--- src/rtl/store_dealer.sv ---
// store_dealer
// Formats sb/sh/sw/swl/swr stores into a word address, a byte-enable mask and
// lane-shifted write data (little-endian). Formatted stores wait in a small
// FIFO that drains to the data-memory write port over a valid/ready handshake.
// A misaligned sh/sw is dropped and raises a one-cycle AdES pulse.
//
// Ports:
//   clk, rst                 clock, synchronous active-high reset
//   in_valid/in_ready        store request handshake from the MEM stage
//   in_opcode/in_addr        opcode and effective byte address
//   in_regdata               rt register value
//   mem_valid/mem_ready      head-of-buffer handshake to data memory
//   mem_addr/mem_wen/mem_wdata  head entry (all zero while the buffer is empty)
//   ades, ades_badvaddr      AdES pulse and the faulting address (held)
//   buf_count, buf_empty     buffer occupancy

module store_dealer #(
    parameter int DEPTH = 2,
    parameter int PTR_W = 1
) (
    input  logic             clk,
    input  logic             rst,
    input  logic             in_valid,
    output logic             in_ready,
    input  logic [5:0]       in_opcode,
    input  logic [31:0]      in_addr,
    input  logic [31:0]      in_regdata,
    output logic             mem_valid,
    input  logic             mem_ready,
    output logic [31:0]      mem_addr,
    output logic [3:0]       mem_wen,
    output logic [31:0]      mem_wdata,
    output logic             ades,
    output logic [31:0]      ades_badvaddr,
    output logic [PTR_W:0]   buf_count,
    output logic             buf_empty
);

    localparam logic [5:0] OP_SB  = 6'd40;
    localparam logic [5:0] OP_SH  = 6'd41;
    localparam logic [5:0] OP_SWL = 6'd42;
    localparam logic [5:0] OP_SW  = 6'd43;
    localparam logic [5:0] OP_SWR = 6'd46;

    localparam logic [PTR_W:0] FULL_CNT = (PTR_W + 1)'(DEPTH);

    logic [29:0]      addr_mem  [DEPTH];
    logic [3:0]       wen_mem   [DEPTH];
    logic [31:0]      wdata_mem [DEPTH];

    logic [PTR_W-1:0] wr_ptr_q, wr_ptr_d;
    logic [PTR_W-1:0] rd_ptr_q, rd_ptr_d;
    logic [PTR_W:0]   count_q, count_d;
    logic             ades_q, ades_d;
    logic [31:0]      badvaddr_q, badvaddr_d;

    logic [1:0]       ea;
    logic [31:0]      rt;
    logic             is_store;
    logic             misaligned;
    logic [3:0]       fmt_wen;
    logic [31:0]      fmt_wdata;
    logic             accept;
    logic             enq;
    logic             deq;

    assign ea = in_addr[1:0];
    assign rt = in_regdata;

    // Store formatting; lanes not enabled are left at zero.
    always_comb begin
        is_store   = 1'b1;
        misaligned = 1'b0;
        fmt_wen    = 4'b0000;
        fmt_wdata  = 32'h0;
        case (in_opcode)
            OP_SB: begin
                fmt_wen   = 4'b0001 << ea;
                fmt_wdata = {24'h0, rt[7:0]} << {ea, 3'b000};
            end
            OP_SH: begin
                case (ea)
                    2'd0: begin
                        fmt_wen   = 4'b0011;
                        fmt_wdata = {16'h0, rt[15:0]};
                    end
                    2'd2: begin
                        fmt_wen   = 4'b1100;
                        fmt_wdata = {rt[15:0], 16'h0};
                    end
                    default: misaligned = 1'b1;
                endcase
            end
            OP_SW: begin
                if (ea == 2'd0) begin
                    fmt_wen   = 4'b1111;
                    fmt_wdata = rt;
                end else begin
                    misaligned = 1'b1;
                end
            end
            OP_SWL: begin
                case (ea)
                    2'd0: begin fmt_wen = 4'b0001; fmt_wdata = {24'h0, rt[31:24]}; end
                    2'd1: begin fmt_wen = 4'b0011; fmt_wdata = {16'h0, rt[31:16]}; end
                    2'd2: begin fmt_wen = 4'b0111; fmt_wdata = {8'h0, rt[31:8]};   end
                    default: begin fmt_wen = 4'b1111; fmt_wdata = rt;             end
                endcase
            end
            OP_SWR: begin
                case (ea)
                    2'd0: begin fmt_wen = 4'b1111; fmt_wdata = rt;                 end
                    2'd1: begin fmt_wen = 4'b1110; fmt_wdata = {rt[23:0], 8'h0};   end
                    2'd2: begin fmt_wen = 4'b1100; fmt_wdata = {rt[15:0], 16'h0};  end
                    default: begin fmt_wen = 4'b1000; fmt_wdata = {rt[7:0], 24'h0}; end
                endcase
            end
            default: is_store = 1'b0;
        endcase
    end

    // in_ready depends only on occupancy, so a full buffer never falls through.
    assign in_ready = (count_q != FULL_CNT);
    assign accept   = in_valid && in_ready;
    assign enq      = accept && is_store && !misaligned;
    assign deq      = mem_valid && mem_ready;

    always_comb begin
        wr_ptr_d   = wr_ptr_q;
        rd_ptr_d   = rd_ptr_q;
        count_d    = count_q;
        ades_d     = accept && misaligned;
        badvaddr_d = badvaddr_q;
        if (enq) begin
            wr_ptr_d = wr_ptr_q + PTR_W'(1);
        end
        if (deq) begin
            rd_ptr_d = rd_ptr_q + PTR_W'(1);
        end
        case ({enq, deq})
            2'b10:   count_d = count_q + (PTR_W + 1)'(1);
            2'b01:   count_d = count_q - (PTR_W + 1)'(1);
            default: count_d = count_q;
        endcase
        if (accept && misaligned) begin
            badvaddr_d = in_addr;
        end
    end

    always_ff @(posedge clk) begin
        if (rst) begin
            wr_ptr_q   <= '0;
            rd_ptr_q   <= '0;
            count_q    <= '0;
            ades_q     <= 1'b0;
            badvaddr_q <= 32'h0;
        end else begin
            wr_ptr_q   <= wr_ptr_d;
            rd_ptr_q   <= rd_ptr_d;
            count_q    <= count_d;
            ades_q     <= ades_d;
            badvaddr_q <= badvaddr_d;
        end
    end

    // Entry storage needs no reset: occupancy alone decides what is valid.
    always_ff @(posedge clk) begin
        if (enq && !rst) begin
            addr_mem[wr_ptr_q]  <= in_addr[31:2];
            wen_mem[wr_ptr_q]   <= fmt_wen;
            wdata_mem[wr_ptr_q] <= fmt_wdata;
        end
    end

    assign buf_count     = count_q;
    assign buf_empty     = (count_q == '0);
    assign mem_valid     = !buf_empty;
    assign mem_addr      = buf_empty ? 32'h0 : {addr_mem[rd_ptr_q], 2'b00};
    assign mem_wen       = buf_empty ? 4'h0  : wen_mem[rd_ptr_q];
    assign mem_wdata     = buf_empty ? 32'h0 : wdata_mem[rd_ptr_q];
    assign ades          = ades_q;
    assign ades_badvaddr = badvaddr_q;

endmodule

--- config.mk ---
export PLATFORM = sky130hd
export DESIGN_NAME = store_dealer
export DESIGN_NICKNAME = d
export VERILOG_FILES = /design/src/rtl/store_dealer.sv
export SDC_FILE = /design/constraint.sdc
export NUM_CORES = 1
export LEC_CHECK = 0
export CORE_AREA = 5 5 95 185
export DETAILED_ROUTE_END_ITERATION = 6
export DIE_AREA = 0 0 100 190
export GPL_TIMING_DRIVEN = 0
export PLACE_DENSITY_LB_ADDON = 0.1
export SLEW_MARGIN = 40
export SYNTH_ARGS = -nofsm -noshare
export SYNTH_HDL_FRONTEND = slang
export SYNTH_SLANG_ARGS = --single-unit
--- constraint.sdc ---
create_clock -name clk -period 11.2 [get_ports clk]
set_input_delay 3.36 -clock clk [delete_from_list [all_inputs] [get_ports clk]]
set_output_delay 3.36 -clock clk [all_outputs]
set_load 0.005 [all_outputs]
==> results.json, run 1 <==
{
  "skew_ns": 0.00640,
  "peakVddDrop_uv": 107,
  "core_region_area_mm2": 0.0161,
  "seq_area_mm2": 0.00472,
  "crit_path_max_fanout": 10,
  "synth_seq_cells": 170,
  "drtIter0Drc": 484,
  "post_cts_buffers": 0,
  "htreeDepth": 4,
  "synthTopCellsByArea": "edfxtp_1, dfxtp_1, mux2i_1",
  "worst_path_max_delay_cell": "nor3b_2",
  "power_density_mw_per_mm2": 131,
  "vias_per_cell": 5.67,
  "slew_viol_final": 0,
  "cts_sinks": 170,
  "hpwlAfterDp_mm": 15.5,
  "setup_viol": 0,
  "gp_congestion": 0.868,
  "fin_util": 0.656,
  "startpoint": "in_opcode[4]",
  "synth_top_family_by_area": "compound AO/OA/AOI/OAI gates",
  "hold_start": "ades_badvaddr[15]",
  "synth_xor_xnor_area_share": 0.00673,
  "postLayoutCellArea_mm2": 0.0106,
  "drive_above_1_share": 0.116,
  "synth_compound_area_frac": 0.121,
  "port_buffers": 175,
  "grt_first_pass_wirelength_mm": 32.8,
  "netlist.area_leader.share": 0.507,
  "start_util": 0.485,
  "cts_made_buffers": 17,
  "multi_input_area_mm2": 0.00281,
  "layout_min_cycle_time_ns": 6.20,
  "cpMostUsedCell": "buf_4",
  "io_pins": 180,
  "clkPwrFrac": 0.406,
  "wl_per_cell_um": 19.9,
  "clk_latency_ns": 0.43,
  "synth_mux_area_frac": 0.112,
  "grt-ovfl-total": 0,
  "period_share": 0.554,
  "synth_edf_count": 132,
  "dieArea_mm2": 0.0190,
  "synthSimpleGateAreaFrac": 0.117,
  "yosys_warnings": 0,
  "worstPathRequired_ns": 11.33,
  "yosysMostFrequentCell": "edfxtp_1",
  "nets": 925,
  "tightest_slew_ns": 0.769,
  "fin_cells": 1067,
  "status": "finished clean",
  "switching_power_mw": 0.321,
  "hold_path.class": "reg2reg",
  "areaGrowthSynthToFinish_pct": 35.3,
  "holdWs_ns": 0.477,
  "antenna_found_initial": 0,
  "via_count": 6046,
  "ys_top_cells_by_count": "edfxtp_1, nor2_1, mux2i_1",
  "cp-start-kind": "input port",
  "dp_cells": 1035,
  "slew_headroom": 0.485,
  "grt_setup_unrepaired": "no",
  "r2r-start": "buf_count[0]",
  "timing.fmax_mhz": 161,
  "cts_root_buffer": "clkbuf_16",
  "cts_hold_buf": 0,
  "crit_arrival_ns": 6.33,
  "grt_pass1_vias": 6146,
  "grt_usage": 0.225,
  "clkTransAtPathRegs_ns": 0.06,
  "avgSynthCellArea_um2": 12.3,
  "p_leak_nw": 3.45,
  "slowest_delay_ns": 0.57,
  "power.internal_mw": 1.06,
  "rows": 66,
  "synth_seq_area_share": 0.605,
  "dr.pass1.iters": 5,
  "pwr-share-comb": 0.103,
  "fp.dieW_um": 100,
  "synthesis.instances": 633,
  "crit_type": "in2reg",
  "seqPwrFrac": 0.491,
  "syn_area_mm2": 0.00781,
  "maxCapViolations": 0,
  "grt_max_degree": 17,
  "place_area_mm2": 0.0100,
  "drt-total-wl_mm": 21.2,
  "design_power_total_mw": 1.38,
  "ant_nets": 0,
  "fillerInstances": 1275,
  "synth_adder_area_share": 0.00160,
  "synth_ff_type": "edfxtp_1",
  "cts_resized": 0,
  "die_y_um": 190,
  "cts_tree": "done",
  "synthArstFlopShare": 0,
  "synth.distinct_cells": 49,
  "cp-end-kind": "flop",
  "cts_buffer_depth": 2,
  "path_cells": "clkdlybuf4s50_1, and3b_1, buf_4, nand3_1, a211o_1, nor3b_2, buf_6, buf_4, buf_4, buf_4",
  "synth_top_area_cell": "edfxtp_1",
  "hold_viol_final": 0,
  "drc": 0,
  "swShare": 0.232,
  "n_antenna_cell": 0
}
==> worst paths after layout <==
kind / slack, ns / depth (start not counted) / endpoint
max: 5.00 / 10 / wdata_mem[1][17]
max reg2reg: 8.16 / 8 / wdata_mem[1][17]
min: 0.48 / 2 / ades_badvaddr[15]
min reg2reg: 0.48 / 2 / ades_badvaddr[15]
==> layout make-up <==
class,instances,area share
Sequential cell,170,0.447
Multi-Input combinational cell,407,0.266
Inverter,2,0.000711
Timing Repair Buffer,197,0.182
Clock buffer,19,0.0410
Buffer,55,0.0264
Tap cell,204,0.0242
Clock inverter,13,0.0126
==> flip-flops by register name, indices dropped and copies added, names as in the netlist, named ones only <==
| signal | count |
|---|---|
| wen_mem | 8 |
| ades_badvaddr | 32 |
| ades | 1 |
| buf_count | 2 |
| rd_ptr_q | 1 |
| addr_mem | 60 |
| wdata_mem | 64 |
| wr_ptr_q | 1 |
==> cell families after synthesis <==
group           after synthesis
compound gates              140
simple gates                182
xor+xnor                      6
mux                          76
other cells                   1
fa+ha+maj                     1
flops                       170
buf+inv                      57
==> worst max-delay path, delay by kind of cell <==
kind / cells / cell delay (ns)
buffers and inverters: 6 / 1.39
and+or+nand+nor: 3 / 1.09
AOI/OAI and AO/OA: 1 / 0.47
==> metrics by stage <==
stage	TNS, ns	worst slack, ns
after floorplan	0	1.56
after global placement	-253.05	-2.22
after detailed placement	0	4.54
after CTS	0	4.98
after global routing	0	4.84
final	0	5.00
==> routing by layer <==
| metal | global-route usage | vias up | part of all wire |
|---|---|---|---|
| met1 | 0.287 | 2901 | 0.39 |
| met4 | 0.0768 | 0 | 0.020 |
| li1 | - | 2825 | - |
| met3 | 0.0532 | 39 | 0.083 |
| met5 | 0 | - | 0 |
| met2 | 0.375 | 281 | 0.51 |
==> cell usage in the layout, fill, tap and decap left out, types with 3 or more instances in the layout <==
master / count
a211o_1: 3
a21oi_1: 48
a221o_1: 23
a22o_1: 20
and2_1: 8
and3_1: 13
buf_1: 4
buf_2: 24
buf_4: 21
buf_6: 5
clkbuf_1: 24
clkbuf_16: 17
clkdlybuf4s50_1: 175
clkinvlp_4: 3
dfxtp_1: 38
edfxtp_1: 132
inv_6: 4
mux2i_1: 67
mux4_2: 6
nand2_1: 15
nand2b_1: 4
nand3_1: 36
nand3b_1: 11
nor2_1: 74
nor2b_1: 4
nor3_2: 5
o211ai_1: 3
o21ai_0: 35
xnor2_1: 3
xor2_1: 3
==> power by group through the flow <==
stage	Combinational [mW]	Clock [mW]	Sequential [mW]
after global placement	0.140	0	0.694
after floorplan	0.0602	0	0.694
after global routing	0.153	0.602	0.680
final	0.143	0.562	0.680
after detailed placement	0.143	0	0.694
after CTS	0.143	0.572	0.680
No activity file was read; power rests on OpenSTA's default activity.
==> run 2, diff against run 1 <==
==> constraint.sdc (replaced) <==
create_clock -name clk -period 6.5 [get_ports clk]
set_input_delay 1.95 -clock clk [delete_from_list [all_inputs] [get_ports clk]]
set_output_delay 1.95 -clock clk [all_outputs]
set_load 0.005 [all_outputs]
==> run 2 against run 1 <==
  * Global-route usage shrank 0.61 points
  * Sequential share of layout area barely moved
  * Sequential power is 72% higher
  * Final cell count down 0.94%
  * Count of clock-buffer cells in the layout up 2
  * Sequential cell count is the same
  * Setup slack lost 3.1 ns
  * Clock skew up 0.0021 ns
  * Via count down 0.63%
  * Wire length fell by 1.5%
  * Critical path depth is 4 lower
  * Combinational power rose by 71%
==> results.json, run 2 (synthesis results as in run 1) <==
{
  "gp_congestion": 0.902,
  "place_ws_ns": 1.59,
  "drc": 0,
  "cts_hold_buf": 0,
  "slew_headroom": 0.513,
  "crit_family": "buffers and inverters",
  "swShare": 0.223,
  "switching_power_mw": 0.542,
  "cp-start-kind": "flop",
  "grt-ovfl-total": 0,
  "period_share": 0.710,
  "setup_slack_ns": 1.88,
  "place_area_mm2": 0.00996,
  "start_util": 0.485,
  "holdWs_ns": 0.474,
  "hold_path.class": "reg2reg",
  "areaGrowthSynthToFinish_pct": 35.2,
  "hpwlAfterDp_mm": 15.2,
  "fin_cells": 1057,
  "drt-total-wl_mm": 20.9,
  "wl_per_cell_um": 19.8,
  "worstPathRequired_ns": 4.55,
  "layout_min_cycle_time_ns": 4.62,
  "n_antenna_cell": 0,
  "top_register": "wdata_mem",
  "die_y_um": 190,
  "antenna_found_initial": 0,
  "core_region_area_mm2": 0.0161,
  "drtIter0Drc": 421,
  "post_cts_buffers": 0,
  "final.setup.tns_ns": 0,
  "cts_resized": 0,
  "htreeDepth": 4,
  "via_count": 6008,
  "skew_ns": 0.00854,
  "peakVddDrop_uv": 197,
  "timing.fmax_mhz": 217,
  "grt_max_degree": 17,
  "cts_root_buffer": "clkbuf_16",
  "path_cells": "or2_2, inv_1, buf_2, buf_1, nor2_1, clkdlybuf4s50_1",
  "rows": 66,
  "fp.dieW_um": 100,
  "io_pins": 180,
  "dr.pass1.iters": 5,
  "status": "finished clean",
  "dieArea_mm2": 0.0190,
  "dp_cells": 1025,
  "cts_made_buffers": 17,
  "pwr-share-comb": 0.101,
  "grt_setup_unrepaired": "no",
  "hold_viol_final": 0,
  "cts_buffer_depth": 2,
  "maxCapViolations": 0,
  "vias_per_cell": 5.68,
  "postLayoutCellArea_mm2": 0.0106,
  "crit_arrival_ns": 2.67,
  "drive_above_1_share": 0.104,
  "fin_util": 0.656,
  "design_power_total_mw": 2.43,
  "ant_nets": 0,
  "cp_num_buf_inv": 4,
  "crit_path_max_fanout": 10,
  "mostFrequentLayoutCells": "clkdlybuf4s50_1, edfxtp_1, nor2_1",
  "p_leak_nw": 3.42,
  "seqPwrFrac": 0.481,
  "worst_path_max_delay_cell": "buf_1",
  "power_density_mw_per_mm2": 231,
  "layout_commonest_cell": "clkdlybuf4s50_1",
  "grt_pass1_vias": 5930,
  "setup_viol": 0,
  "slowest_delay_ns": 0.54,
  "cts_tree": "done",
  "port_buffers": 175,
  "crit_type": "reg2out",
  "power.internal_mw": 1.89,
  "cp-end-kind": "output port",
  "grt_first_pass_wirelength_mm": 31.9,
  "slew_viol_final": 0,
  "nets": 915,
  "grt_usage": 0.219,
  "largest_register_ffs": 64,
  "clkPwrFrac": 0.418,
  "tightest_slew_ns": 0.730,
  "cts_sinks": 170,
  "clkTransAtPathRegs_ns": 0.07,
  "clk_latency_ns": 0.42
}
run 2: layer usage:
metal	GRT usage	share of wire	vias to the layer above	wire (um)
met5	0	0	-	0
met4	0.0794	0.023	0	471
met3	0.0473	0.079	42	1650
met2	0.360	0.50	285	10400
met1	0.285	0.40	2869	8360
li1	-	-	2812	-
run 2: path summary, 6_finish.rpt:
kind | startpoint | end | slack, ns | cells past startpoint
worst min register to register | ades_badvaddr[9] | ades_badvaddr[9] | 0.47 | 2
worst max register to register | buf_count[0] | wdata_mem[1][23] | 3.76 | 6
worst min-delay path | ades_badvaddr[9] | ades_badvaddr[9] | 0.47 | 2
worst max-delay path | buf_count[0] | mem_wdata[18] | 1.88 | 6
run 2: layout make-up:
type                       instances  area [um^2]
tap                              204          255
sequential                       170         4720
timing repair buffer             187         1870
multi-input combinational        407         2830
fill                            1295         5540
clock buffer                      21          462
buffer                            55          279
inverter                           2         7.51
clock inverter                    11          134
run 2: power by group through the flow:
stage	clock, mW	combinational, mW	sequential, mW
global placement	0	0.241	1.20
floorplan	0	0.104	1.20
global route	1.09	0.263	1.17
CTS	1.03	0.246	1.17
detailed placement	0	0.245	1.20
finish	1.02	0.245	1.17
run 2: tightest hold or removal path, cell delays in order (launching register included):
cell     delay [ns]
dfxtp_1        0.30
o21ai_0        0.06
a21oi_1        0.06
